**src/rtl/proc_ctrl_pkg.sv**
```systemverilog
// rtl/proc_ctrl_pkg.sv - shared sequencer states and RV32I opcode constants
package proc_ctrl_pkg;

    typedef enum logic [1:0] {
        IDLE  = 2'd0,
        ISSUE = 2'd1,
        WAIT  = 2'd2,
        ERROR = 2'd3
    } seq_state_t;

    localparam logic [6:0] OP_LUI    = 7'b0110111;
    localparam logic [6:0] OP_AUIPC  = 7'b0010111;
    localparam logic [6:0] OP_JAL    = 7'b1101111;
    localparam logic [6:0] OP_JALR   = 7'b1100111;
    localparam logic [6:0] OP_BRANCH = 7'b1100011;
    localparam logic [6:0] OP_LOAD   = 7'b0000011;
    localparam logic [6:0] OP_STORE  = 7'b0100011;
    localparam logic [6:0] OP_IMM    = 7'b0010011;
    localparam logic [6:0] OP        = 7'b0110011;

    function automatic logic [6:0] opcode_of(input logic [31:0] insn);
        return insn[6:0];
    endfunction

endpackage

```
**src/rtl/cmd_fifo.sv**
```systemverilog
// rtl/cmd_fifo.sv - instruction word FIFO with flush and occupancy count
module cmd_fifo #(
    parameter int DEPTH = 8,
    parameter int WIDTH = 32
) (
    input  logic                     clk,
    input  logic                     reset,
    input  logic                     flush,
    input  logic [WIDTH-1:0]         s_tdata,
    input  logic                     s_tvalid,
    output logic [WIDTH-1:0]         m_tdata,
    input  logic                     m_tready,
    output logic                     full,
    output logic                     empty,
    output logic [$clog2(DEPTH):0]   level
);

    localparam int AW = $clog2(DEPTH);
    localparam int LW = AW + 1;

    logic [WIDTH-1:0] mem [DEPTH];
    logic [AW-1:0]    wr_ptr;
    logic [AW-1:0]    rd_ptr;
    logic [LW-1:0]    count;
    logic             push;
    logic             pop;

    // full is judged on the registered count, so a same-cycle pop never frees a slot early
    assign full    = (count == LW'(DEPTH));
    assign empty   = (count == '0);
    assign push    = s_tvalid && !full;
    assign pop     = m_tready && !empty;
    assign m_tdata = mem[rd_ptr];
    assign level   = count;

    // storage array; contents need no reset because count qualifies every read
    always_ff @(posedge clk) begin
        if (reset && push && !flush) begin
            mem[wr_ptr] <= s_tdata;
        end
    end

    // pointers and occupancy; flush beats any same-cycle push or pop
    always_ff @(posedge clk) begin
        if (!reset || flush) begin
            wr_ptr <= '0;
            rd_ptr <= '0;
            count  <= '0;
        end else begin
            if (push) begin
                wr_ptr <= wr_ptr + AW'(1);
            end
            if (pop) begin
                rd_ptr <= rd_ptr + AW'(1);
            end
            if (push && !pop) begin
                count <= count + LW'(1);
            end else if (pop && !push) begin
                count <= count - LW'(1);
            end
        end
    end

endmodule

```
**src/rtl/proc_cmd_sequencer.sv**
```systemverilog
// rtl/proc_cmd_sequencer.sv - buffers instruction words and sequences run/done with the core
module proc_cmd_sequencer
    import proc_ctrl_pkg::*;
#(
    parameter int DEPTH   = 8,
    parameter int TIMEOUT = 16,
    parameter int CNT_W   = 16
) (
    input  logic                     clk,
    input  logic                     reset,
    input  logic                     enable,
    input  logic                     in_valid,
    input  logic [31:0]              in_data,
    output logic                     in_ready,
    input  logic                     flush,
    input  logic                     clear_err,
    output logic [31:0]              command,
    output logic                     run,
    input  logic                     done,
    output logic                     busy,
    output logic                     err,
    output logic [$clog2(DEPTH):0]   level,
    output logic [CNT_W-1:0]         retired
);

    localparam int TW = $clog2(TIMEOUT) + 1;

    seq_state_t     state;
    seq_state_t     next_state;
    logic [TW-1:0]  timer;
    logic [31:0]    head;
    logic           pop;
    logic           fifo_flush;
    logic           fifo_full;
    logic           fifo_empty;

    cmd_fifo #(
        .DEPTH (DEPTH),
        .WIDTH (32)
    ) u_fifo (
        .clk      (clk),
        .reset    (reset),
        .flush    (fifo_flush),
        .s_tdata  (in_data),
        .s_tvalid (in_valid),
        .m_tdata  (head),
        .m_tready (pop),
        .full     (fifo_full),
        .empty    (fifo_empty),
        .level    (level)
    );

    assign in_ready = !fifo_full;
    assign run      = (state == ISSUE);
    assign busy     = (state != IDLE);
    assign err      = (state == ERROR);

    // next-state and pop decision; a flush in the same cycle suppresses the pop so the word is dropped, not issued
    always_comb begin
        next_state = state;
        pop        = 1'b0;
        fifo_flush = flush;
        case (state)
            IDLE: begin
                if (enable && !fifo_empty && !flush) begin
                    pop        = 1'b1;
                    next_state = ISSUE;
                end
            end
            ISSUE: begin
                next_state = WAIT;
            end
            WAIT: begin
                if (done) begin
                    next_state = IDLE;
                end else if (timer == TW'(TIMEOUT - 1)) begin
                    next_state = ERROR;
                end
            end
            ERROR: begin
                if (clear_err) begin
                    next_state = IDLE;
                    fifo_flush = 1'b1;
                end
            end
            default: begin
                next_state = IDLE;
            end
        endcase
    end

    // state register
    always_ff @(posedge clk) begin
        if (!reset) begin
            state <= IDLE;
        end else begin
            state <= next_state;
        end
    end

    // command latch: captured only on a pop and held through IDLE and ERROR
    always_ff @(posedge clk) begin
        if (!reset) begin
            command <= '0;
        end else if (pop) begin
            command <= head;
        end
    end

    // wait timer restarts in ISSUE and counts every WAIT cycle
    always_ff @(posedge clk) begin
        if (!reset) begin
            timer <= '0;
        end else if (state == ISSUE) begin
            timer <= '0;
        end else if (state == WAIT) begin
            timer <= timer + TW'(1);
        end
    end

    // retired count, wrapping; done is only honoured while waiting
    always_ff @(posedge clk) begin
        if (!reset) begin
            retired <= '0;
        end else if (state == WAIT && done) begin
            retired <= retired + CNT_W'(1);
        end
    end

endmodule

```
**config.mk**
```make
export PLATFORM = sky130hd
export DESIGN_NAME = proc_cmd_sequencer
export DESIGN_NICKNAME = d
export VERILOG_FILES = /design/src/rtl/proc_ctrl_pkg.sv /design/src/rtl/cmd_fifo.sv /design/src/rtl/proc_cmd_sequencer.sv
export SDC_FILE = /design/constraint.sdc
export NUM_CORES = 1
export LEC_CHECK = 0
export BUFFER_PORTS_ARGS = -buffer_cell sky130_fd_sc_hd__buf_2
export CAP_MARGIN = 0
export CELL_PAD_IN_SITES_DETAIL_PLACEMENT = 1
export CELL_PAD_IN_SITES_GLOBAL_PLACEMENT = 1
export CORE_MARGIN = 8
export CORE_UTILIZATION = 35
export CTS_BUF_LIST = sky130_fd_sc_hd__clkbuf_8
export DETAILED_ROUTE_END_ITERATION = 7
export PLACE_DENSITY = 0.67
export SLEW_MARGIN = 30
export SYNTH_ARGS = -nofsm -noshare
export SYNTH_HDL_FRONTEND = slang
export SYNTH_HIERARCHICAL = 1
export SYNTH_SLANG_ARGS = --single-unit
export TNS_END_PERCENT = 1
```
**constraint.sdc**
```tcl
create_clock -name clk -period 5.55 [get_ports clk]
set_input_delay 0.555 -clock clk [delete_from_list [all_inputs] [get_ports clk]]
set_output_delay 0.555 -clock clk [all_outputs]
set_load 0.02 [all_outputs]
```
# Yosys cells after proc, flatten, opt, wreduce, memory -nomap -nowiden
# Memories as Yosys holds them, arrays and structs flattened. A register that Yosys moved wholly into a read port is not among the register bits.
# Cells that the tools add are included.
totals:
  reg_bits: 33
  inputBits: 39
  memories: 1
  word_cells: 59
  ramBits: 256
op_classes:
  n_mux: 13
  n_reduce_logical: 24
  n_eq_ne: 8
  n_bitwise: 1
  addsub: 6
memory_table:
  columns: ["name", "words", "word_bits", "rd", "rd_ports_with_merged_regs", "write_ports", "line", "text"]
  rows:
  - ["u_fifo.mem", 8, 32, 1, 1, 1, "cmd_fifo.sv:21", "logic [WIDTH-1:0] mem [DEPTH];"]
op_table:
  columns: ["op", "n"]
  rows:
  - ["16-bit by 1-bit adder with 16-bit output, second input constant", 1]
  - ["1-bit logical AND", 9]
  - ["1-bit zero test", 8]
  - ["2-bit two-way mux", 4]
  - ["4-bit two-way mux", 2]
  - ["2-bit case mux with 4 select lines", 1]
  - ["3-bit by 1-bit adder with 3-bit output, second input constant", 2]
  - ["1-bit two-way mux", 6]
  - ["5-bit by 1-bit adder with 5-bit output, second input constant", 1]
  - ["5-bit by 4-bit == test with 1-bit output, second input constant", 1]
  - ["4-bit by 1-bit adder with 4-bit output, second input constant", 1]
  - ["2-bit == test, second input constant", 2]
  - ["4-bit == test, second input constant", 1]
  - ["4-bit zero test", 1]
  - ["2-bit inequality test, second input constant", 2]
  - ["2-bit nonzero test", 2]
  - ["4-bit by 1-bit subtractor with 4-bit output, second input constant", 1]
  - ["3-bit inequality test, second input constant", 1]
  - ["3-bit AND reduction", 1]
  - ["2-bit by 1-bit == test with 1-bit output, second input constant", 1]
  - ["2-bit zero test", 1]
  - ["2-bit OR reduction", 1]
  - ["1-bit logical OR", 1]
  - ["1-bit inverter", 1]

# Longest topological paths before layout
# Gate-level depths: netlist of the first run.
logic_depth:
  word_depth: 10
  depth_mapped: 13
  depth_no_buf: 12

# By module
# Netlist of the first run, hierarchy kept.
modules_own_cells:
  columns: ["module", "cells_each", "seq_area_each_um2", "area_each_um2", "instances"]
  rows:
  - ["cmd_fifo", 447, 7947.6, 10438.8, 1]
  - ["proc_cmd_sequencer", 276, 1101.1, 2212.1, 1]

# Least setup slack after synthesis of the first run
# No wires, ideal clock.
synth_path:
  path_kind: "reg2reg"
  startpoint: "reg state[1]"
  endpoint: "mem u_fifo.mem[4][0], enable pin"
  period_less_slack_ps: 4150
  path_stages_with_launch: 7
  path_buffers: 1
  required_time_ps: 5089
  arrival_ps: 3689
  setup_slack_ps: 1400
  path_cell_list: "dfxtp_1 clkbuf_1 and2_1 a21o_1 nand2b_1 or3_1 nor3_1"
synth_via:
  elab_chain_cells: 6
synth_rtl:
  columns: ["item", "line", "text"]
  rows:
  - ["from (decl)", "proc_cmd_sequencer.sv:28", "seq_state_t state;"]
  - ["from (signal assigned)", "proc_cmd_sequencer.sv:97", "state <= next_state;"]
  - ["2-bit == test", null, null]
  - ["net err", "proc_cmd_sequencer.sv:21", "output logic err,"]
  - ["1-bit two-way mux", "proc_cmd_sequencer.sv:63", "case (state)"]
  - ["net fifo_flush", "proc_cmd_sequencer.sv:33", "logic fifo_flush;"]
  - ["1-bit zero test", "cmd_fifo.sv:38", "if (reset && push && !flush) begin"]
  - ["1-bit logical AND", "cmd_fifo.sv:38", null]
  - ["1-bit two-way mux", "cmd_fifo.sv:38", null]
  - ["1-bit two-way mux (implied by the code)", "cmd_fifo.sv:39", "mem[wr_ptr] <= s_tdata;"]
  - ["to (decl)", "cmd_fifo.sv:21", null]
# The timed path passes the listed nets, and every way through them passes these cells.

# Final worst setup path of the first run
layout_path:
  startpoint: "reg state[1]"
  endpoint: "mem u_fifo.mem[4][1], enable pin"
layout_via:
  elab_chain_cells: 6
layout_rtl:
  columns: ["item", "line"]
  rows:
  - ["2-bit == test", "proc_cmd_sequencer.sv:63"]
  - ["1-bit two-way mux", "proc_cmd_sequencer.sv:63"]
  - ["net fifo_flush", "proc_cmd_sequencer.sv:33"]
  - ["1-bit zero test", "cmd_fifo.sv:38"]
  - ["1-bit logical AND", "cmd_fifo.sv:38"]
  - ["1-bit two-way mux", "cmd_fifo.sv:38"]
  - ["1-bit two-way mux (implied by the code)", "cmd_fifo.sv:39"]
# The timed path passes the listed nets, and every way through them passes these cells.

==> results by group, run 1 <==
Die
  • Die Span X: 206 um
  • Row cnt: 69
  • Die ar.: 42500 um2
  • Total core area: 35600 um2
  • Starting density of the core: 35.6%
  • I/O pins: 95
  • Die height: 206 um

Clock network
  • Clock H-tree levels: 2
  • Max Buffers Root-to-Sink: 3
  • Post-cts sizing count: 0
  • Clock latency on the worst-skew pair: 0.59 ns
  • Setup Buffers After CTS: 0
  • CTS tree: yes
  • Clk Tree Root Cell: clkbuf_8
  • CTS buffer count: 53
  • Hold Buf Count CTS: 0
  • Clock slew at reported path FFs: 0.06 ns
  • CTS Sinks: 324

Logic synthesis
  • Main combinational cell family by area after synthesis: multiplexers
  • Seq/Total Area, Yosys: 71.5%
  • Fraction of registers with async set/reset: 0%
  • Compound-Gate Fraction of Synth Area: 2.43%
  • Post-synthesis instance total: 723
  • Synth Area in Simple Gates: 6.03%
  • Share of the synthesized area in the top cell type: 60.8%
  • Synth Area in Adders: 0.949%
  • Synthesized cell area: 12700 um2
  • Syn_area_per_cell: 17.5 um2
  • Post-synthesis mux area share: 16.1%
  • Most used DFF post-synth: edfxtp_1
  • Synth cell types: 45
  • Flops & latches, synth: 324
  • Number of synthesized flops with an enable pin: 256
  • Post-Synth XOR/XNOR Area: 1.11%
  • Yosys warning count: 6
  • Synth top area cells: edfxtp_1 (61%), dfxtp_1 (11%), mux4_1 (8.3%), mux4_2 (4.3%), mux2_2 (2.8%)
  • Largest area contributor in the netlist: edfxtp_1
  • Net count after synthesis: 771

Power and ir drop
  • Leak Pwr: 5.06 nW
  • PwrDens: 340 nW/um2
  • VDD IR max: 196 uV

Routing
  • Routed wire per std cell: 21.2 um
  • WL final: 28.8 mm
  • Via count: 6748
  • DRC viols: 0
  • ANT nets after route: 0
  • Post-DR vias/cell: 4.97
  • First drt pass iteration count: 4
  • 1st-iter DRT viols: 286

Timing
  • Final min period: 3.26 ns
  • Setup violations, final: 0
  • Slew margin rel.: 47.0%
  • Final hold violations: 0
  • Max frequency: 306 MHz
  • RSZ-0062 raised after global routing: no
  • Clock skew: 0.0267 ns
  • Worst Tran Pin Value: 0.794 ns
  • Slew Viols, Final: 0
  • Crit share post-route: 58.8%
  • Total negative slack: 0 ns

Outcome
  • Status: finished, final reports clean

Global route
  • Initial antenna violation count: 3
  • Vias in the first global route: 7404
  • Grt ovf: 0
  • Gr usage total: 13.7%
  • Largest net degree at the start of global routing: 53
  • First-pass GRT wire length: 44.5 mm

Worst setup path
  • Top delay family on crit path: simple AND/OR/NAND/NOR gates
  • CP Buf/Inv Count: 1
  • CP Data Arrival Time: 3.48 ns
  • Cell chain of the critical path: and2_1, a21o_1, nand2b_1, or3_1, nor3_2, buf_4
  • Critical path capture point type: register
  • Max FO, Critical Path: 27
  • Worst path slowest cell: or3_1
  • Levels on crit path: 6
  • R2r setup slk: 2.29 ns
  • CP startpoint kind: register
  • Critical path required time: 5.76 ns
  • Worst-case reg-to-reg path depth: 6
  • Crit Path Class: register to register
  • Worst path max stage delay: 0.62 ns

Placement
  • IO Port Bufs: 94
  • Gpl congestion: 0.721
  • Placed Area: 13700 um2
  • DP HPWL: 17.2 mm

Cells and area
  • Design area: 14800 um2
  • Most common cell after layout, fill and taps aside: edfxtp_1
  • Nets: 898
  • Layout cells sized above 1: 28.3%
  • Commonest non-fill, non-tap cells in the layout: edfxtp_1 (256), buf_2 (94), nand2_1 (81)
  • Synth-to-Final Area Change: 17.1%

Flow run
  • Max_cap viols: 0

Min path
  • Hold path depth: 1
  • Hold Crit Class: input pin to register
power by group:
| part | switching [W] | internal (W) |
|---|---|---|
| registers | 0.0000170 | 0.00264 |
| logic | 0.000113 | 0.0000575 |
| clock network | 0.000959 | 0.00126 |
| total | 0.00109 | 0.00395 |
worst paths after layout:
kind | startpoint | end
max | state[1] | u_fifo/mem[4][1]
min | in_data[28] | u_fifo/mem[4][28]
max reg2reg | state[1] | u_fifo/mem[4][1]
min reg2reg | command[2] | command[2]
logic make-up (layout without fill, tap and decap cells):
family                   count (synthesis)  after routing
adder cells (fa/ha/maj)                  9              9
buffers and inverters                   46            217
multiplexers                           104            104
AO/OA/AOI/OAI                           53             53
AND/OR/NAND/NOR                        171            171
other                                    0              2
flip-flops                             324            324
XOR/XNOR                                16             16
sequential cells by signal, indices dropped and copies added (netlist names), named ones only:
name	cells
command	32
u_fifo/rd_ptr	3
u_fifo/wr_ptr	3
state	2
u_fifo/mem	256
retired	16
u_fifo/level	4
timer	5
layer usage:
metal / share of wire [%] / global-route usage, %
met5: 0 / 0
met4: 1.8 / 3.95
met3: 5.1 / 3.21
met2: 49 / 23.2
met1: 44 / 17.3
cell type report:
cell class	instances	area, um2
well taps	461	577
clock buffers	55	757
multi-input cells	353	3420
diodes	2	5.00
flip-flops and latches	324	9060
fillers	3579	20800
clock inverters	44	385
repair buffers	106	561
inverters	12	47.5
cell usage after synthesis, types with 2 or more instances:
master	instances
nand3_1	10
mux4_2	24
a21oi_1	44
nand2b_1	7
mux4_1	40
edfxtp_1	256
dfxtp_1	68
clkbuf_1	14
xnor2_1	10
mux2i_1	8
nand3b_1	2
mux2_2	32
nand2_1	81
nor4_1	4
nor2b_1	3
xor2_1	6
buf_6	7
nand4_1	5
nor3_1	5
buf_2	11
inv_1	11
or3_1	2
buf_1	2
nor2_1	43
ha_1	8
metrics by stage:
stage | worst slack (ns) | std cells | hold WS, ns | power (W) | utilization (%)
4_1_cts | 2.22 | 1355 | 0.183 | 0.00511 | 41.6
5_1_grt | 2.09 | 1355 | 0.213 | 0.00523 | 41.6
6_report | 2.29 | 1357 | 0.233 | 0.00504 | 41.6
3_5_place_dp | 2.28 | 1256 | 0.445 | 0.00288 | 38.4
2_1_floorplan | 1.40 | 723 | 0.454 | 0.00280 | -
3_3_place_gp | 2.35 | 1256 | 0.440 | 0.00287 | 38.4
(Power assumes the default switching activity.)
==> inputs of run 2 (changes only) <==
--- a/config.mk
+++ b/config.mk
@@ -5,6 +5,7 @@
 export SDC_FILE = /design/constraint.sdc
 export NUM_CORES = 1
 export LEC_CHECK = 0
+export ABC_AREA = 1
 export BUFFER_PORTS_ARGS = -buffer_cell sky130_fd_sc_hd__buf_2
 export CAP_MARGIN = 0
 export CELL_PAD_IN_SITES_DETAIL_PLACEMENT = 1
@@ -13,7 +14,7 @@
 export CORE_UTILIZATION = 35
 export CTS_BUF_LIST = sky130_fd_sc_hd__clkbuf_8
 export DETAILED_ROUTE_END_ITERATION = 7
-export PLACE_DENSITY = 0.67
+export PLACE_DENSITY = 0.73
 export SLEW_MARGIN = 30
 export SYNTH_ARGS = -nofsm -noshare
 export SYNTH_HDL_FRONTEND = slang
==> constraint.sdc (replaced) <==
create_clock -name clk -period 2.8 [get_ports clk]
set_input_delay 0.28 -clock clk [delete_from_list [all_inputs] [get_ports clk]]
set_output_delay 0.28 -clock clk [all_outputs]
set_load 0.02 [all_outputs]
==> run 2 against run 1 <==
Against the previous run: maximum frequency grew 30%; synthesized cell count grew 76%; routed wire length increased by 22%; first-iteration DRC count rose by 50%; largest cell class unchanged; global-route usage increased by 2.0 points; via count grew 40%; hold slack lost 0.085 ns; flip-flop and latch count stayed put; final area is 5.8% higher; non-clock buffer count is 43 higher; sequential power up 100%.
==> results by group, run 2 <==
Outcome
  • Status: finished, final reports clean

Power and ir drop
  • Clock power frac: 38.5% (-5.5 points)
  • Comb power frac: 7.8% (+4.4 points)
  • Sw Ratio: 24.7% (+3.1 points)
  • P_int: 0.00754 W (+91%)
  • Leak Pwr: 6.16 nW (+22%)
  • P_sw: 0.00247 W (+130%)
  • Flop pwr share: 53.7% (+1.0 points)
  • VDD IR max: 282 uV (+44%)
  • PwrDens: 639 nW/um2 (+88%)

Placement
  • DP HPWL: 20.3 mm (+18%)
  • Placement Setup Slack: 0.287 ns (-1.99 ns)
  • Placed Area: 14300 um2 (+4.7%)
  • IO Port Bufs: 94 (unchanged)
  • Gpl congestion: 0.770 (+6.9%)

Die
  • Die ar.: 44400 um2 (+4.6%)
  • Die Span X: 211 um (+2.3%)
  • Die height: 211 um (+2.3%)
  • Starting density of the core: 35.4% (-0.13 points)
  • Total core area: 37500 um2 (+5.4%)
  • Row cnt: 71 (+2.9%)
  • I/O pins: 95 (unchanged)

Global route
  • Vias in the first global route: 10200 (+38%)
  • Largest net degree at the start of global routing: 103 (+94%)
  • Gr usage total: 15.7% (+2.0 points)
  • Initial antenna violation count: 4 (+1)
  • First-pass GRT wire length: 55.6 mm (+25%)
  • Grt ovf: 0 (unchanged)

Timing
  • Setup violations, final: 0 (unchanged)
  • Max frequency: 398 MHz (+30%)
  • Final hold violations: 0 (unchanged)
  • Slew margin rel.: 41.7% (-5.4 points)
  • Crit share post-route: 89.8% (+31 points)
  • Worst Tran Pin Value: 0.875 ns (+0.0804 ns)
  • Final min period: 2.51 ns (-0.750 ns)
  • Slew Viols, Final: 0 (unchanged)
  • Final hold slack: 0.147 ns (-0.0854 ns)
  • Final WS setup: 0.287 ns (-2.00 ns)
  • RSZ-0062 raised after global routing: no
  • Clock skew: 0.0178 ns (-0.00890 ns)

Logic synthesis
  • Compound-Gate Fraction of Synth Area: 7.28% (+4.8 points)
  • Net count after synthesis: 1324 (+72%)
  • Share of the synthesized area in the top cell type: 57.9% (-2.9 points)
  • Fraction of registers with async set/reset: 0% (unchanged)
  • Synth Area in Adders: 0.904% (-0.045 points)
  • Synth cell types: 33 (-27%)
  • Post-Synth XOR/XNOR Area: 0.330% (-0.78 points)
  • Top cells by count, synth: nor2_1 (374), edfxtp_1 (256), nand2_1 (222)
  • Most used DFF post-synth: edfxtp_1
  • Largest area contributor in the netlist: edfxtp_1
  • Synth Area in Simple Gates: 18.7% (+13 points)
  • Number of synthesized flops with an enable pin: 256 (unchanged)
  • Main combinational cell family by area after synthesis: simple AND/OR/NAND/NOR gates
  • Post-synthesis instance total: 1276 (+76%)
  • Syn_area_per_cell: 10.4 um2 (-41%)
  • Yosys warning count: 6 (unchanged)
  • Seq/Total Area, Yosys: 68.1% (-3.4 points)
  • Flops & latches, synth: 324 (unchanged)
  • Most frequent cell after synthesis: nor2_1
  • Synthesized cell area: 13300 um2 (+5.0%)
  • Synth top area cells: edfxtp_1 (58%), nor2_1 (11%), dfxtp_1 (10%), nand2_1 (6.3%), o21ai_0 (4.7%)
  • Post-synthesis mux area share: 0% (-16 points)

Routing
  • First drt pass iteration count: 4 (unchanged)
  • Routed wire per std cell: 17.6 um (-17%)
  • WL final: 35.0 mm (+22%)
  • DRC viols: 0 (unchanged)
  • Post-DR vias/cell: 4.76 (-4.3%)
  • 1st-iter DRT viols: 428 (+50%)
  • Via count: 9438 (+40%)
  • ANT nets after route: 0 (unchanged)

Worst setup path
  • Top delay family on crit path: simple AND/OR/NAND/NOR gates
  • CP Buf/Inv Count: 3 (+2)
  • Worst path slowest cell: dfxtp_1
  • Critical path capture point type: register
  • Critical path required time: 3.28 ns (-2.48 ns)
  • Cell chain of the critical path: nor2_1, nand3_1, inv_1, nor2_1, nand2_1, nor2_8, nand2_1, ha_1, inv_1, ha_1, or2_2, nand3_1, nand3_1, nand2_1, inv_1
  • CP startpoint kind: register
  • Reg-to-reg startpoint: u_fifo/level[0]
  • Worst path max stage delay: 0.45 ns (-0.17 ns)
  • CP Data Arrival Time: 2.99 ns (-0.49 ns)
  • Critical Path Source: u_fifo/level[0]
  • Crit Path Class: register to register
  • Max FO, Critical Path: 5 (-81%)

Cells and area
  • Regs by FF count: u_fifo/mem x256, command x32, retired x16
  • Design area: 15700 um2 (+5.8%)
  • Layout cells sized above 1: 14.0% (-14 points)
  • Synth-to-Final Area Change: 18.0%
  • Commonest non-fill, non-tap cells in the layout: nor2_1 (366), edfxtp_1 (256), nand2_1 (222)
  • Register with the most flip-flops: u_fifo/mem
  • Nets: 1470 (+64%)
  • Max reg flops: 256 (unchanged)
  • Most common cell after layout, fill and taps aside: nor2_1

Clock network
  • Setup Buffers After CTS: 0 (unchanged)
  • Max Buffers Root-to-Sink: 3 (unchanged)
  • CTS tree: yes
  • CTS buffer count: 55 (+3.8%)
  • Clk Tree Root Cell: clkbuf_8
  • CTS Sinks: 324 (unchanged)
  • Clock H-tree levels: 2 (unchanged)
  • Clock latency on the worst-skew pair: 0.59 ns (about the same)
  • Clock slew at reported path FFs: 0.06 ns (about the same)

Min path
  • Hold Startpoint: clear_err
  • Hold Crit Class: input pin to register

Flow run
  • Max_cap viols: 0 (unchanged)
[run 2: cell count changes after synthesis, moves of 9 or more]
cell / delta
o21ai_1: +48
nor2_1: +331
xnor2_1: -10
mux2_2: -32
mux4_1: -40
inv_1: +36
buf_6: +14
a21oi_1: -29
nand3_1: +9
clkbuf_1: -9
mux4_2: -24
o21ai_0: +125
nand2_1: +141
[run 2: kinds of logic (layout without fill, tap and decap cells)]
family          Yosys count  count (layout)
simple gates            634             634
flops                   324             324
compound gates          192             192
buf+inv                 112             304
fa+ha+maj                 9               9
xor+xnor                  5               5
other cells               0               4
[run 2: layer usage]
layer | vias up | global-route usage (%) | share of wire (%)
met2 | 153 | 28.4 | 51
met5 | - | 0 | 0
li1 | 4577 | - | -
met4 | 0 | 4.75 | 2.2
met1 | 4648 | 18.8 | 43
met3 | 60 | 2.92 | 3.9
[run 2: through the flow]
| stage | util (%) | total power, W | std cells | setup TNS [ns] |
|---|---|---|---|---|
| floorplan | - | 0.00595 | 1276 | -2.49 |
| global placement | 38.2 | 0.00620 | 1842 | 0 |
| detailed placement | 38.2 | 0.00623 | 1842 | 0 |
| CTS | 41.8 | 0.0102 | 1979 | 0 |
| global route | 41.8 | 0.0104 | 1983 | 0 |
| finish | 41.8 | 0.0100 | 1983 | 0 |
[run 2: worst paths after layout]
check / end / slack (ns) / cells past startpoint
worst max-delay path: u_fifo/level[3] / 0.29 / 15
worst min-delay path: state[1] / 0.15 / 6
worst max register to register: u_fifo/level[3] / 0.29 / 15
worst min register to register: retired[11] / 0.48 / 2
[run 2: power groups by stage]
stage,clock network [W],registers (W),logic [W]
detailed placement,0,0.00548,0.000751
CTS,0.00399,0.00538,0.000797
finish,0.00386,0.00538,0.000779
global route,0.00418,0.00539,0.000881
floorplan,0,0.00551,0.000442
global placement,0,0.00547,0.000730
[run 2: cell type report]
cell class / count / area [um2]
well taps: 511 / 639
inverters: 52 / 199
repair buffers: 149 / 1080
fillers: 4316 / 21800
diodes: 4 / 10.0
flip-flops and latches: 324 / 9050
clock inverters: 45 / 210
clock buffers: 58 / 798
multi-input cells: 840 / 3680
[run 2: worst register-to-register path, delay by kind of cell, from the launching register on]
kind                       cells  cell delay [ns]
buffers and inverters          3             0.23
DFF                            1             0.45
adders and majority gates      2             0.51
and+or+nand+nor               10             1.22
[run 2: what timing repair did]
item                      4_1_cts  5_1_grt
gates resized for setup         0        0
hold endpoints to repair      258        0
hold buffers                   34        0
==> inputs of run 3 (changes only) <==
--- a/config.mk
+++ b/config.mk
@@ -14,7 +14,7 @@
 export CORE_UTILIZATION = 35
 export CTS_BUF_LIST = sky130_fd_sc_hd__clkbuf_8
 export DETAILED_ROUTE_END_ITERATION = 7
-export PLACE_DENSITY = 0.73
+export PLACE_DENSITY = 0.7
 export SLEW_MARGIN = 30
 export SYNTH_ARGS = -nofsm -noshare
 export SYNTH_HDL_FRONTEND = slang
==> constraint.sdc (replaced) <==
create_clock -name clk -period 2.5 [get_ports clk]
set_input_delay 0.25 -clock clk [delete_from_list [all_inputs] [get_ports clk]]
set_output_delay 0.25 -clock clk [all_outputs]
set_load 0.02 [all_outputs]
==> run 3 against run 2 <==
Against the previous run: sequential power up 11%; clock power increased by 17%; hold slack got worse by 0.032 ns; core utilization is 0.35 points higher; via count rose by 0.34%; non-clock buffer count up 7.
==> results by group, run 3 (synthesized netlist as in run 2, its figures left out) <==
Outcome
  • Status: finished, final reports clean

Die
  • Row cnt: 71 (unchanged)
  • Die ar.: 44400 um2 (unchanged)
  • Die height: 211 um (unchanged)
  • Starting density of the core: 35.4% (unchanged)
  • Die Span X: 211 um (unchanged)
  • I/O pins: 95 (unchanged)
  • Total core area: 37500 um2 (unchanged)

Routing
  • First drt pass iteration count: 5 (+1)
  • Post-DR vias/cell: 4.77 (+0.24%)
  • 1st-iter DRT viols: 528 (+23%)
  • WL final: 35.0 mm (about the same)
  • ANT nets after route: 0 (unchanged)
  • Routed wire per std cell: 17.6 um (about the same)
  • DRC viols: 0 (unchanged)
  • Via count: 9470 (+0.34%)

Power and ir drop
  • P_int: 0.00862 W (+14%)
  • Pwr Total: 0.0114 W (+14%)
  • Sw Ratio: 24.5% (-0.20 points)
  • Comb power frac: 8.0% (+0.2 points)
  • P_sw: 0.00280 W (+13%)
  • Leak Pwr: 6.23 nW (+1.2%)
  • VDD IR max: 336 uV (+19%)
  • Clock power frac: 39.5% (+1.0 points)
  • Flop pwr share: 52.5% (-1.2 points)
  • PwrDens: 723 nW/um2 (+13%)

Global route
  • Largest net degree at the start of global routing: 105 (+1.9%)
  • Initial antenna violation count: 1 (-3)
  • Gr usage total: 15.6% (-0.13 points)
  • Grt ovf: 0 (unchanged)
  • First-pass GRT wire length: 55.0 mm (-1.1%)
  • Vias in the first global route: 10100 (-1.3%)

Placement
  • Gpl congestion: 0.759 (-1.5%)
  • Placed Area: 14400 um2 (+0.54%)
  • DP HPWL: 20.3 mm (+0.31%)
  • IO Port Bufs: 94 (unchanged)
  • Placement Setup Slack: 0.0527 ns (-0.234 ns)

Timing
  • RSZ-0062 raised after global routing: no
  • Slew margin rel.: 57.4% (+16 points)
  • Worst Tran Pin Value: 0.639 ns (-0.236 ns)
  • Final min period: 2.24 ns (-0.271 ns)
  • Final hold violations: 0 (unchanged)
  • Clock skew: 0.0335 ns (+0.0157 ns)
  • Max frequency: 446 MHz (+12%)
  • Crit share post-route: 89.7% (about the same)
  • Slew Viols, Final: 0 (unchanged)
  • Final WS setup: 0.257 ns (-0.0294 ns)
  • Setup violations, final: 0 (unchanged)

Worst setup path
  • Reg-to-reg startpoint: u_fifo/level[2]
  • Levels on crit path: 15 (unchanged)
  • Top delay family on crit path: simple AND/OR/NAND/NOR gates
  • CP Data Arrival Time: 2.72 ns (-0.27 ns)
  • Crit path to: u_fifo/level[3]
  • Critical path required time: 2.98 ns (-0.30 ns)
  • Worst path slowest cell: dfxtp_1
  • Max FO, Critical Path: 5 (unchanged)
  • Cell chain of the critical path: inv_1, nand3_2, inv_1, nor2_1, nand2_2, nor2_8, nand2_2, ha_2, inv_2, ha_1, or2_2, nand3_1, nand3_1, nand2_1, inv_1
  • Worst R2R End: u_fifo/level[3]
  • Worst path max stage delay: 0.36 ns (-0.09 ns)
  • Critical path capture point type: register
  • Critical Path Source: u_fifo/level[2]
  • Crit path top cell by count: inv_1
  • R2r setup slk: 0.26 ns (-0.03 ns)
  • Worst-case reg-to-reg path depth: 15 (unchanged)
  • CP startpoint kind: register
  • Crit Path Class: register to register
  • CP Buf/Inv Count: 4 (+1)

Cells and area
  • Register with the most flip-flops: u_fifo/mem
  • FILL cells: 4278 (-0.88%)
  • Layout cells sized above 1: 15.1% (+1.1 points)
  • Regs by FF count: u_fifo/mem x256, command x32, retired x16
  • Most common cell after layout, fill and taps aside: nor2_1
  • Commonest non-fill, non-tap cells in the layout: nor2_1 (366), edfxtp_1 (256), nand2_1 (220)
  • Synth-to-Final Area Change: 19.0%
  • Design area: 15800 um2 (+0.85%)
  • Nets: 1475 (+0.34%)
  • Max reg flops: 256 (unchanged)

Clock network
  • Clock latency on the worst-skew pair: 0.61 ns (+0.02 ns)
  • Clock slew at reported path FFs: 0.06 ns (about the same)
  • CTS tree: yes
  • CTS buffer count: 53 (-3.6%)
  • CTS Sinks: 324 (unchanged)
  • Clk Tree Root Cell: clkbuf_8
  • Max Buffers Root-to-Sink: 3 (unchanged)
  • Clock H-tree levels: 2 (unchanged)

Flow run
  • Max_cap viols: 0 (unchanged)

Min path
  • Hold Crit Class: input pin to register
run 3: per-stage QoR:
| stage | TNS (ns) | hold slack (ns) | utilization, % | std cells |
|---|---|---|---|---|
| 2_1_floorplan | -77.70 | 0.349 | - | 1276 |
| 6_report | 0 | 0.116 | 42.2 | 1985 |
| 4_1_cts | 0 | 0.0795 | 42.1 | 1983 |
| 3_3_place_gp | 0 | 0.459 | 38.4 | 1849 |
| 5_1_grt | 0 | 0.137 | 42.1 | 1983 |
| 3_5_place_dp | 0 | 0.464 | 38.4 | 1849 |
run 3: worst min-delay path, delay by kind of cell:
kind | cells | cell delay [ns]
and+or+nand+nor | 4 | 0.29
buffers and inverters | 2 | 0.12
run 3: how the worst min path moves through the flow:
stage               cells after the start  slack [ns]               end         from
CTS                                     6        0.08          state[1]    clear_err
global route                            6        0.14          state[1]    clear_err
finish                                  6        0.12          state[1]    clear_err
global placement                        2        0.46       retired[11]  retired[11]
floorplan                               0        0.35  u_fifo/mem[0][0]   in_data[0]
detailed placement                      2        0.46       retired[11]  retired[11]
run 3: layout make-up:
cell class | instances | area [um2] | area share, %
diodes | 2 | 5.00 | 0.0317
clock buffers | 60 | 826 | 5.23
clock inverters | 40 | 229 | 1.45
inverters | 52 | 199 | 1.26
multi-input cells | 840 | 3690 | 23.4
flip-flops and latches | 324 | 9060 | 57.3
well taps | 511 | 639 | 4.05
repair buffers | 156 | 1160 | 7.33
run 3: routing by layer:
metal	vias up	global-route usage (%)	part of all wire [%]
met2	167	28.1	50
met4	0	5.26	2.4
met1	4672	18.6	43
li1	4573	-	-
met3	58	2.79	4.2
met5	-	0	0
run 3: timing repair:
item	4_1_cts	5_1_grt
endpoints found under the setup margin	0	2
setup buffers	0	0
hold buffers	34	0
endpoints found under the hold margin	259	0
gates resized for setup	0	6
run 3: power by group through the flow:
stage / registers, W / logic [W] / clock network, W
after floorplan: 0.00617 / 0.000495 / 0
after global placement: 0.00610 / 0.000853 / 0
after detailed placement: 0.00610 / 0.000877 / 0
after CTS: 0.00599 / 0.000929 / 0.00465
after global routing: 0.00600 / 0.00103 / 0.00484
final: 0.00599 / 0.000915 / 0.00452
